File: config.mk
export PLATFORM = sky130hd
export DESIGN_NAME = alu_issue_buffer_flat
export DESIGN_NICKNAME = d
export VERILOG_FILES = /design/src/rtl/alu_pkg.sv /design/src/rtl/alu_issue_buffer_if.sv /design/src/rtl/alu_ctrl_decode.sv /design/src/rtl/alu_issue_buffer.sv /design/src/flat_wrapper.sv
export SDC_FILE = /design/constraint.sdc
export NUM_CORES = 1
export LEC_CHECK = 0
export ABC_CLOCK_PERIOD_IN_PS = 29400
export CAP_MARGIN = 20
export CORE_MARGIN = 4
export CORE_UTILIZATION = 45
export CTS_CLUSTER_DIAMETER = 150
export CTS_CLUSTER_SIZE = 40
export DETAILED_ROUTE_END_ITERATION = 16
export GPL_ROUTABILITY_DRIVEN = 1
export PLACE_DENSITY_LB_ADDON = 0.25
export REMOVE_ABC_BUFFERS = 1
export SYNTH_ARGS = -nofsm -noshare
export SYNTH_HDL_FRONTEND = slang
export SYNTH_SLANG_ARGS = --single-unit
File: constraint.sdc
create_clock -name clk_i -period 29.4 [get_ports clk_i]
set_input_delay 7.35 -clock clk_i [delete_from_list [all_inputs] [get_ports clk_i]]
set_output_delay 7.35 -clock clk_i [all_outputs]
set_load 0.02 [all_outputs]
File: src/rtl/alu_pkg.sv
// alu_pkg: ALU control codes, RV32 opcode/funct constants, immediate helpers and the issue-buffer entry
package alu_pkg;
    typedef enum logic [3:0] {
        ALU_AND     = 4'b0000,
        ALU_XOR     = 4'b0001,
        ALU_SLL     = 4'b0010,
        ALU_ADD     = 4'b0011,
        ALU_SUB     = 4'b0100,
        ALU_MUL     = 4'b0101,
        ALU_ADDI    = 4'b0110,
        ALU_SRAI    = 4'b0111,
        ALU_ILLEGAL = 4'b1111
    } alu_ctrl_e;
    localparam logic [6:0] OP_R      = 7'b0110011;
    localparam logic [6:0] OP_I      = 7'b0010011;
    localparam logic [6:0] OP_LOAD   = 7'b0000011;
    localparam logic [6:0] OP_STORE  = 7'b0100011;
    localparam logic [6:0] OP_BRANCH = 7'b1100011;
    localparam logic [6:0] F7_BASE   = 7'b0000000;
    localparam logic [6:0] F7_ALT    = 7'b0100000;
    localparam logic [6:0] F7_MUL    = 7'b0000001;
    localparam logic [2:0] F3_ADD    = 3'b000;
    localparam logic [2:0] F3_SLL    = 3'b001;
    localparam logic [2:0] F3_W      = 3'b010;
    localparam logic [2:0] F3_XOR    = 3'b100;
    localparam logic [2:0] F3_SR     = 3'b101;
    localparam logic [2:0] F3_AND    = 3'b111;
    localparam logic [2:0] F3_BEQ    = 3'b000;
    typedef struct packed {
        alu_ctrl_e   ctrl;
        logic [31:0] data1;
        logic [31:0] data2;
        logic [31:0] imm;
        logic [4:0]  rd;
        logic        reg_write;
        logic        mem_read;
        logic        mem_write;
        logic        branch;
        logic        illegal;
    } entry_t;
    function automatic logic [31:0] imm_i(input logic [31:0] inst);
        return {{20{inst[31]}}, inst[31:20]};
    endfunction
    function automatic logic [31:0] imm_s(input logic [31:0] inst);
        return {{20{inst[31]}}, inst[31:25], inst[11:7]};
    endfunction
    function automatic logic [31:0] imm_b(input logic [31:0] inst);
        return {{19{inst[31]}}, inst[31], inst[7], inst[30:25], inst[11:8], 1'b0};
    endfunction
endpackage

File: src/rtl/alu_issue_buffer_if.sv
// alu_issue_buffer_if: upstream issue handshake + register operands in, decoded ALU entry out
// slave: the buffer's view; master: the driver/monitor's view
interface alu_issue_buffer_if;
    logic        in_valid_i;
    logic        in_ready_o;
    logic [31:0] inst_i;
    logic [31:0] rs1_data_i;
    logic [31:0] rs2_data_i;
    logic        flush_i;
    logic        out_valid_o;
    logic        out_ready_i;
    logic [31:0] data1_o;
    logic [31:0] data2_o;
    logic [3:0]  ALUCtrl_o;
    logic [31:0] imm_o;
    logic [4:0]  rd_o;
    logic        reg_write_o;
    logic        mem_read_o;
    logic        mem_write_o;
    logic        branch_o;
    logic        illegal_o;
    modport slave (
        input  in_valid_i, inst_i, rs1_data_i, rs2_data_i, flush_i, out_ready_i,
        output in_ready_o, out_valid_o, data1_o, data2_o, ALUCtrl_o, imm_o, rd_o,
               reg_write_o, mem_read_o, mem_write_o, branch_o, illegal_o
    );
    modport master (
        output in_valid_i, inst_i, rs1_data_i, rs2_data_i, flush_i, out_ready_i,
        input  in_ready_o, out_valid_o, data1_o, data2_o, ALUCtrl_o, imm_o, rd_o,
               reg_write_o, mem_read_o, mem_write_o, branch_o, illegal_o
    );
endinterface

File: src/rtl/alu_ctrl_decode.sv
// alu_ctrl_decode: combinational RV32 decode of the supported subset
// in: inst_i; out: alu_ctrl_o, imm_o, reg_write/mem_read/mem_write/branch, use_rs2_o (data2 from rs2), illegal_o
module alu_ctrl_decode
    import alu_pkg::*;
(
    input  logic [31:0] inst_i,
    output alu_ctrl_e   alu_ctrl_o,
    output logic [31:0] imm_o,
    output logic        reg_write_o,
    output logic        mem_read_o,
    output logic        mem_write_o,
    output logic        branch_o,
    output logic        use_rs2_o,
    output logic        illegal_o
);
    logic [6:0]  opcode;
    logic [6:0]  funct7;
    logic [2:0]  funct3;
    logic [31:0] imm_raw;
    logic        unused_rs1;
    assign opcode     = inst_i[6:0];
    assign funct3     = inst_i[14:12];
    assign funct7     = inst_i[31:25];
    assign unused_rs1 = ^inst_i[19:15];
    always_comb begin
        alu_ctrl_o = ALU_ILLEGAL;
        imm_raw    = '0;
        case (opcode)
            OP_R: case ({funct7, funct3})
                {F7_BASE, F3_AND}: alu_ctrl_o = ALU_AND;
                {F7_BASE, F3_XOR}: alu_ctrl_o = ALU_XOR;
                {F7_BASE, F3_SLL}: alu_ctrl_o = ALU_SLL;
                {F7_BASE, F3_ADD}: alu_ctrl_o = ALU_ADD;
                {F7_ALT,  F3_ADD}: alu_ctrl_o = ALU_SUB;
                {F7_MUL,  F3_ADD}: alu_ctrl_o = ALU_MUL;
                default:           alu_ctrl_o = ALU_ILLEGAL;
            endcase
            OP_I: begin
                alu_ctrl_o = funct3 == F3_ADD ? ALU_ADDI :
                             (funct3 == F3_SR && funct7 == F7_ALT) ? ALU_SRAI : ALU_ILLEGAL;
                imm_raw    = imm_i(inst_i);
            end
            OP_LOAD: begin
                alu_ctrl_o = funct3 == F3_W ? ALU_ADD : ALU_ILLEGAL;
                imm_raw    = imm_i(inst_i);
            end
            OP_STORE: begin
                alu_ctrl_o = funct3 == F3_W ? ALU_ADD : ALU_ILLEGAL;
                imm_raw    = imm_s(inst_i);
            end
            OP_BRANCH: begin
                alu_ctrl_o = funct3 == F3_BEQ ? ALU_SUB : ALU_ILLEGAL;
                imm_raw    = imm_b(inst_i);
            end
            default: alu_ctrl_o = ALU_ILLEGAL;
        endcase
    end
    assign illegal_o   = alu_ctrl_o == ALU_ILLEGAL;
    assign imm_o       = illegal_o ? 32'b0 : imm_raw;
    assign reg_write_o = !illegal_o && (opcode == OP_R || opcode == OP_I || opcode == OP_LOAD);
    assign mem_read_o  = !illegal_o && opcode == OP_LOAD;
    assign mem_write_o = !illegal_o && opcode == OP_STORE;
    assign branch_o    = !illegal_o && opcode == OP_BRANCH;
    assign use_rs2_o   = !illegal_o && (opcode == OP_R || opcode == OP_BRANCH);
endmodule

File: src/rtl/alu_issue_buffer.sv
// alu_issue_buffer: 2-entry FIFO of pre-decoded ALU entries between issue and EX
// ports: clk_i, rst_i (sync, active-high); bus (slave) carries the in/out handshakes, operands and decoded outputs
module alu_issue_buffer
    import alu_pkg::*;
(
    input logic               clk_i,
    input logic               rst_i,
    alu_issue_buffer_if.slave bus
);
    alu_ctrl_e   dec_ctrl;
    logic [31:0] dec_imm;
    logic        dec_rw, dec_mr, dec_mw, dec_br, dec_rs2, dec_ill;
    entry_t      new_entry;
    entry_t      out_entry;
    entry_t      mem_q [2];
    logic [1:0]  count_q, count_d;
    logic        wr_ptr_q, rd_ptr_q;
    logic        push, pop;
    alu_ctrl_decode u_dec (
        .inst_i      (bus.inst_i),
        .alu_ctrl_o  (dec_ctrl),
        .imm_o       (dec_imm),
        .reg_write_o (dec_rw),
        .mem_read_o  (dec_mr),
        .mem_write_o (dec_mw),
        .branch_o    (dec_br),
        .use_rs2_o   (dec_rs2),
        .illegal_o   (dec_ill)
    );
    // srai's operand is the raw shamt, not the sign-extended I-immediate reported on imm_o
    assign new_entry = '{
        ctrl:      dec_ctrl,
        data1:     bus.rs1_data_i,
        data2:     dec_ill ? 32'b0 : dec_rs2 ? bus.rs2_data_i :
                   dec_ctrl == ALU_SRAI ? {27'b0, bus.inst_i[24:20]} : dec_imm,
        imm:       dec_imm,
        rd:        dec_rw ? bus.inst_i[11:7] : 5'b0,
        reg_write: dec_rw,
        mem_read:  dec_mr,
        mem_write: dec_mw,
        branch:    dec_br,
        illegal:   dec_ill
    };
    assign bus.in_ready_o  = count_q != 2'd2 && !rst_i;
    assign bus.out_valid_o = count_q != 2'd0;
    assign push    = bus.in_valid_i && bus.in_ready_o;
    assign pop     = bus.out_valid_o && bus.out_ready_i;
    assign count_d = count_q + {1'b0, push} - {1'b0, pop};
    always_ff @(posedge clk_i) begin
        if (rst_i || bus.flush_i) begin
            count_q  <= 2'd0;
            wr_ptr_q <= 1'b0;
            rd_ptr_q <= 1'b0;
        end else begin
            if (push) mem_q[wr_ptr_q] <= new_entry;
            wr_ptr_q <= wr_ptr_q ^ push;
            rd_ptr_q <= rd_ptr_q ^ pop;
            count_q  <= count_d;
        end
    end
    assign out_entry       = bus.out_valid_o ? mem_q[rd_ptr_q] : '0;
    assign bus.ALUCtrl_o   = out_entry.ctrl;
    assign bus.data1_o     = out_entry.data1;
    assign bus.data2_o     = out_entry.data2;
    assign bus.imm_o       = out_entry.imm;
    assign bus.rd_o        = out_entry.rd;
    assign bus.reg_write_o = out_entry.reg_write;
    assign bus.mem_read_o  = out_entry.mem_read;
    assign bus.mem_write_o = out_entry.mem_write;
    assign bus.branch_o    = out_entry.branch;
    assign bus.illegal_o   = out_entry.illegal;
endmodule

File: src/flat_wrapper.sv
// flat-port wrapper written by rule: the top's interface ports become plain ports
module alu_issue_buffer_flat import alu_pkg::*;
  (clk_i, rst_i, bus_in_valid_i, bus_inst_i, bus_rs1_data_i, bus_rs2_data_i, bus_flush_i, bus_out_ready_i, bus_in_ready_o, bus_out_valid_o, bus_data1_o, bus_data2_o, bus_ALUCtrl_o, bus_imm_o, bus_rd_o, bus_reg_write_o, bus_mem_read_o, bus_mem_write_o, bus_branch_o, bus_illegal_o);
  alu_issue_buffer_if bus_i ();
  input logic clk_i;
  input logic rst_i;
  input wire logic [$bits(bus_i.in_valid_i)-1:0] bus_in_valid_i;
  input wire logic [$bits(bus_i.inst_i)-1:0] bus_inst_i;
  input wire logic [$bits(bus_i.rs1_data_i)-1:0] bus_rs1_data_i;
  input wire logic [$bits(bus_i.rs2_data_i)-1:0] bus_rs2_data_i;
  input wire logic [$bits(bus_i.flush_i)-1:0] bus_flush_i;
  input wire logic [$bits(bus_i.out_ready_i)-1:0] bus_out_ready_i;
  output wire logic [$bits(bus_i.in_ready_o)-1:0] bus_in_ready_o;
  output wire logic [$bits(bus_i.out_valid_o)-1:0] bus_out_valid_o;
  output wire logic [$bits(bus_i.data1_o)-1:0] bus_data1_o;
  output wire logic [$bits(bus_i.data2_o)-1:0] bus_data2_o;
  output wire logic [$bits(bus_i.ALUCtrl_o)-1:0] bus_ALUCtrl_o;
  output wire logic [$bits(bus_i.imm_o)-1:0] bus_imm_o;
  output wire logic [$bits(bus_i.rd_o)-1:0] bus_rd_o;
  output wire logic [$bits(bus_i.reg_write_o)-1:0] bus_reg_write_o;
  output wire logic [$bits(bus_i.mem_read_o)-1:0] bus_mem_read_o;
  output wire logic [$bits(bus_i.mem_write_o)-1:0] bus_mem_write_o;
  output wire logic [$bits(bus_i.branch_o)-1:0] bus_branch_o;
  output wire logic [$bits(bus_i.illegal_o)-1:0] bus_illegal_o;
  assign bus_i.in_valid_i = bus_in_valid_i;
  assign bus_i.inst_i = bus_inst_i;
  assign bus_i.rs1_data_i = bus_rs1_data_i;
  assign bus_i.rs2_data_i = bus_rs2_data_i;
  assign bus_i.flush_i = bus_flush_i;
  assign bus_i.out_ready_i = bus_out_ready_i;
  assign bus_in_ready_o = bus_i.in_ready_o;
  assign bus_out_valid_o = bus_i.out_valid_o;
  assign bus_data1_o = bus_i.data1_o;
  assign bus_data2_o = bus_i.data2_o;
  assign bus_ALUCtrl_o = bus_i.ALUCtrl_o;
  assign bus_imm_o = bus_i.imm_o;
  assign bus_rd_o = bus_i.rd_o;
  assign bus_reg_write_o = bus_i.reg_write_o;
  assign bus_mem_read_o = bus_i.mem_read_o;
  assign bus_mem_write_o = bus_i.mem_write_o;
  assign bus_branch_o = bus_i.branch_o;
  assign bus_illegal_o = bus_i.illegal_o;
  alu_issue_buffer u_core (.clk_i(clk_i), .rst_i(rst_i), .bus(bus_i));
endmodule
==> impl_metrics.env <==
export IMPL_layout_commonest_cell="clkdlybuf4s50_1"
export IMPL_dr_pass1_iters=5
export IMPL_timing_fmax_mhz=62.4
export IMPL_gp_congestion=0.930
export IMPL_grt_max_degree=92
export IMPL_filler_cell_count=1369
export IMPL_async_reset_ff_share_pct=0
export IMPL_critPathMaxFanout=5
export IMPL_final_cells=1039
export IMPL_cts_resized=0
export IMPL_crit_type="input port to output pin"
export IMPL_maxSlewViolCount=0
export IMPL_drtIter0Drc=328
export IMPL_slowest_stage="clkdlybuf4s50_1"
export IMPL_met3_usage_pct=4.35
export IMPL_cp_num_buf_inv=2
export IMPL_crit_required_ns=22.05
export IMPL_synth_flop_cell="edfxtp_1"
export IMPL_post_route_drc_count=0
export IMPL_ant_nets=0
export IMPL_cts_sinks=186
export IMPL_cp_arrival_ns=8.67
export IMPL_num_io_pins=213
export IMPL_cts_buffers=17
export IMPL_rows=49
export IMPL_finalSetupTns_ns=0
export IMPL_hold_ws_ns=0.596
export IMPL_dpl_hpwl_um=12100
export IMPL_grt_busiest_layer="met2"
export IMPL_synthCells=617
export IMPL_grt_pass1_vias=5685
export IMPL_multi_input_area_um2=2340
export IMPL_antenna_cells=0
export IMPL_final_area_um2=11000
export IMPL_yosysTopAreaCellShare_pct=66.7
export IMPL_leakage_nw=3.57
export IMPL_gr_total_overflow=0
export IMPL_cts_hold_buf=0
export IMPL_fp_coreArea_um2=18000
export IMPL_peakVddDrop_uv=40.2
export IMPL_cts_tree="done"
export IMPL_initial_utilization_pct=45.6
export IMPL_htree_levels=4
export IMPL_final_hold_viol_count=0
export IMPL_critPathTopFamily="buffers and inverters"
export IMPL_ys_types=45
export IMPL_final_cell_mix="clkdlybuf4s50_1 (207), edfxtp_1 (182), nor2_1 (114), mux2i_1 (91), nand2_1 (58)"
export IMPL_outcome="complete, no violations"
export IMPL_routed_wl_um=18500
export IMPL_nNetsFinal=901
export IMPL_setup_viol=0
export IMPL_final_min_period_over_clock_period_pct=54.5
export IMPL_worst_pin_slew_ns=1.05
export IMPL_syn2layout_area_growth_pct=34.5
export IMPL_met1_usage_pct=22.7
export IMPL_skew_ns=0.00748
export IMPL_port_buffers=207
export IMPL_track_usage_pct=18.0
export IMPL_synth_largest_area_cell="edfxtp_1"
export IMPL_synth_area_leaders="edfxtp_1 (67%), mux2i_1 (11%), nor2_1 (5.3%)"
export IMPL_synth_seq_cells=186
export IMPL_cts_reportedPaths_clkPinSlew_ns=0.06
export IMPL_viasPerCell=5.32
export IMPL_syn_avg_cell_area_um2=13.3
export IMPL_end_kind="output pin"
export IMPL_numPlacedInstances=1007
export IMPL_clockBufferDepth=2
export IMPL_die_h_um=143
export IMPL_rsz0062_at_grt="false"
export IMPL_use_met2_pct=30.7
export IMPL_post_dp_cell_area_um2=10300
export IMPL_worstSkewPairLatency_ns=0.42
export IMPL_post_cts_buffers=0
export IMPL_routedWlPerCell_um=17.8
export IMPL_drive_above_1_share_pct=6.30
export IMPL_synth_area_um2=8200
export IMPL_ys_seq_area_share_pct=67.7
export IMPL_antenna_found_initial=0
export IMPL_die_x_um=143
export IMPL_die_area_um2=20400
export IMPL_cpMostUsedCell="clkdlybuf4s50_1"
export IMPL_regArea_um2=5550
export IMPL_cts_root_buf="clkbuf_16"
export IMPL_slew_headroom_pct=29.7
export IMPL_yosys_warnings=0
export IMPL_finalCriticalPeriod_ns=16.02
export IMPL_path_cells="clkdlybuf4s50_1, a21oi_1, clkdlybuf4s50_1"
export IMPL_dr_total_vias=5530
export IMPL_p_per_area_nw_per_um2=54.7
export IMPL_drv_cap=0
export IMPL_critPathMaxStageDelay_ns=0.64
export IMPL_startpoint_type="input port"
export IMPL_grt_pass1_wl_um=28800
export IMPL_synth_edf_count=182
export IMPL_hp_class="register to register"
==> state kept, by name, indices dropped and copies added (netlist names) <==
register	count
u_core.count_q	2
u_core.rd_ptr_q	1
u_core.mem_q	182
u_core.wr_ptr_q	1
==> tightest hold or removal path, stage by stage, from the launching register on <==
cell	delay [ns]
dfxtp_1	0.34
xor2_1	0.16
nor3_1	0.05
==> cell type report <==
| cell class | instances | area share, % |
|---|---|---|
| sequential | 186 | 50.3 |
| multi-input combinational | 366 | 21.3 |
| timing repair buffer | 215 | 19.4 |
| clock buffer | 17 | 3.86 |
| tap | 229 | 2.60 |
| clock inverter | 14 | 2.16 |
| inverter | 12 | 0.409 |
==> per-layer routing <==
layer	wire length, um	vias up
met2	9100	242
met5	0	-
li1	-	2594
met3	1360	26
met4	306	0
met1	7680	2668
==> path summary, 6_finish.rpt <==
| check | from | slack, ns | cells past startpoint | to |
|---|---|---|---|---|
| max | rst_i | 13.38 | 3 | bus_in_ready_o |
| min | u_core.wr_ptr_q$_SDFF_PP0_ | 0.60 | 2 | u_core.wr_ptr_q$_SDFF_PP0_ |
| max reg2reg | u_core.count_q[1]$_SDFF_PP0_ | 26.64 | 10 | u_core.count_q[1]$_SDFF_PP0_ |
| min reg2reg | u_core.wr_ptr_q$_SDFF_PP0_ | 0.60 | 2 | u_core.wr_ptr_q$_SDFF_PP0_ |
==> power by group <==
part	total [mW]	internal [mW]	switching (mW)	leakage (nW)
registers	0.295	0.293	0.00164	1.68
clock network	0.256	0.160	0.0966	0.326
logic	0.0518	0.0253	0.0265	1.56
==> synthesized netlist by cell type (all sizes together), types with 3 or more instances <==
master  instances
edfxtp        182
xnor2           3
nand4           3
nand2          58
a22o            6
nor2          115
a21oi           9
buf            27
a22oi           8
clkbuf         26
nor2b           3
o21ai           9
inv            12
and3           10
nor3           10
nor4            3
nand3           7
dfxtp           4
mux2i          91
==> metrics by stage <==
stage | utilization (%) | power, mW | worst slack (ns)
2_1_floorplan | - | 0.323 | 13.63
3_3_place_gp | 57.6 | 0.351 | 13.41
3_5_place_dp | 57.6 | 0.352 | 13.40
4_1_cts | 61.3 | 0.607 | 13.39
5_1_grt | 61.4 | 0.623 | 13.33
6_report | 61.4 | 0.603 | 13.38
==> kinds of logic (layout without fill, tap and decap cells) <==
group / after synthesis / after routing / synth area share (%)
AND/OR/NAND/NOR: 223 / 223 / 12.2
buffers and inverters: 65 / 258 / 4.09
flip-flops: 186 / 186 / 67.7
adder cells (fa/ha/maj): 2 / 2 / 0.305
XOR/XNOR: 5 / 5 / 0.534
AO/OA/AOI/OAI: 44 / 44 / 3.94
multiplexers: 92 / 92 / 11.3
Power figures use the tool's default switching activity.
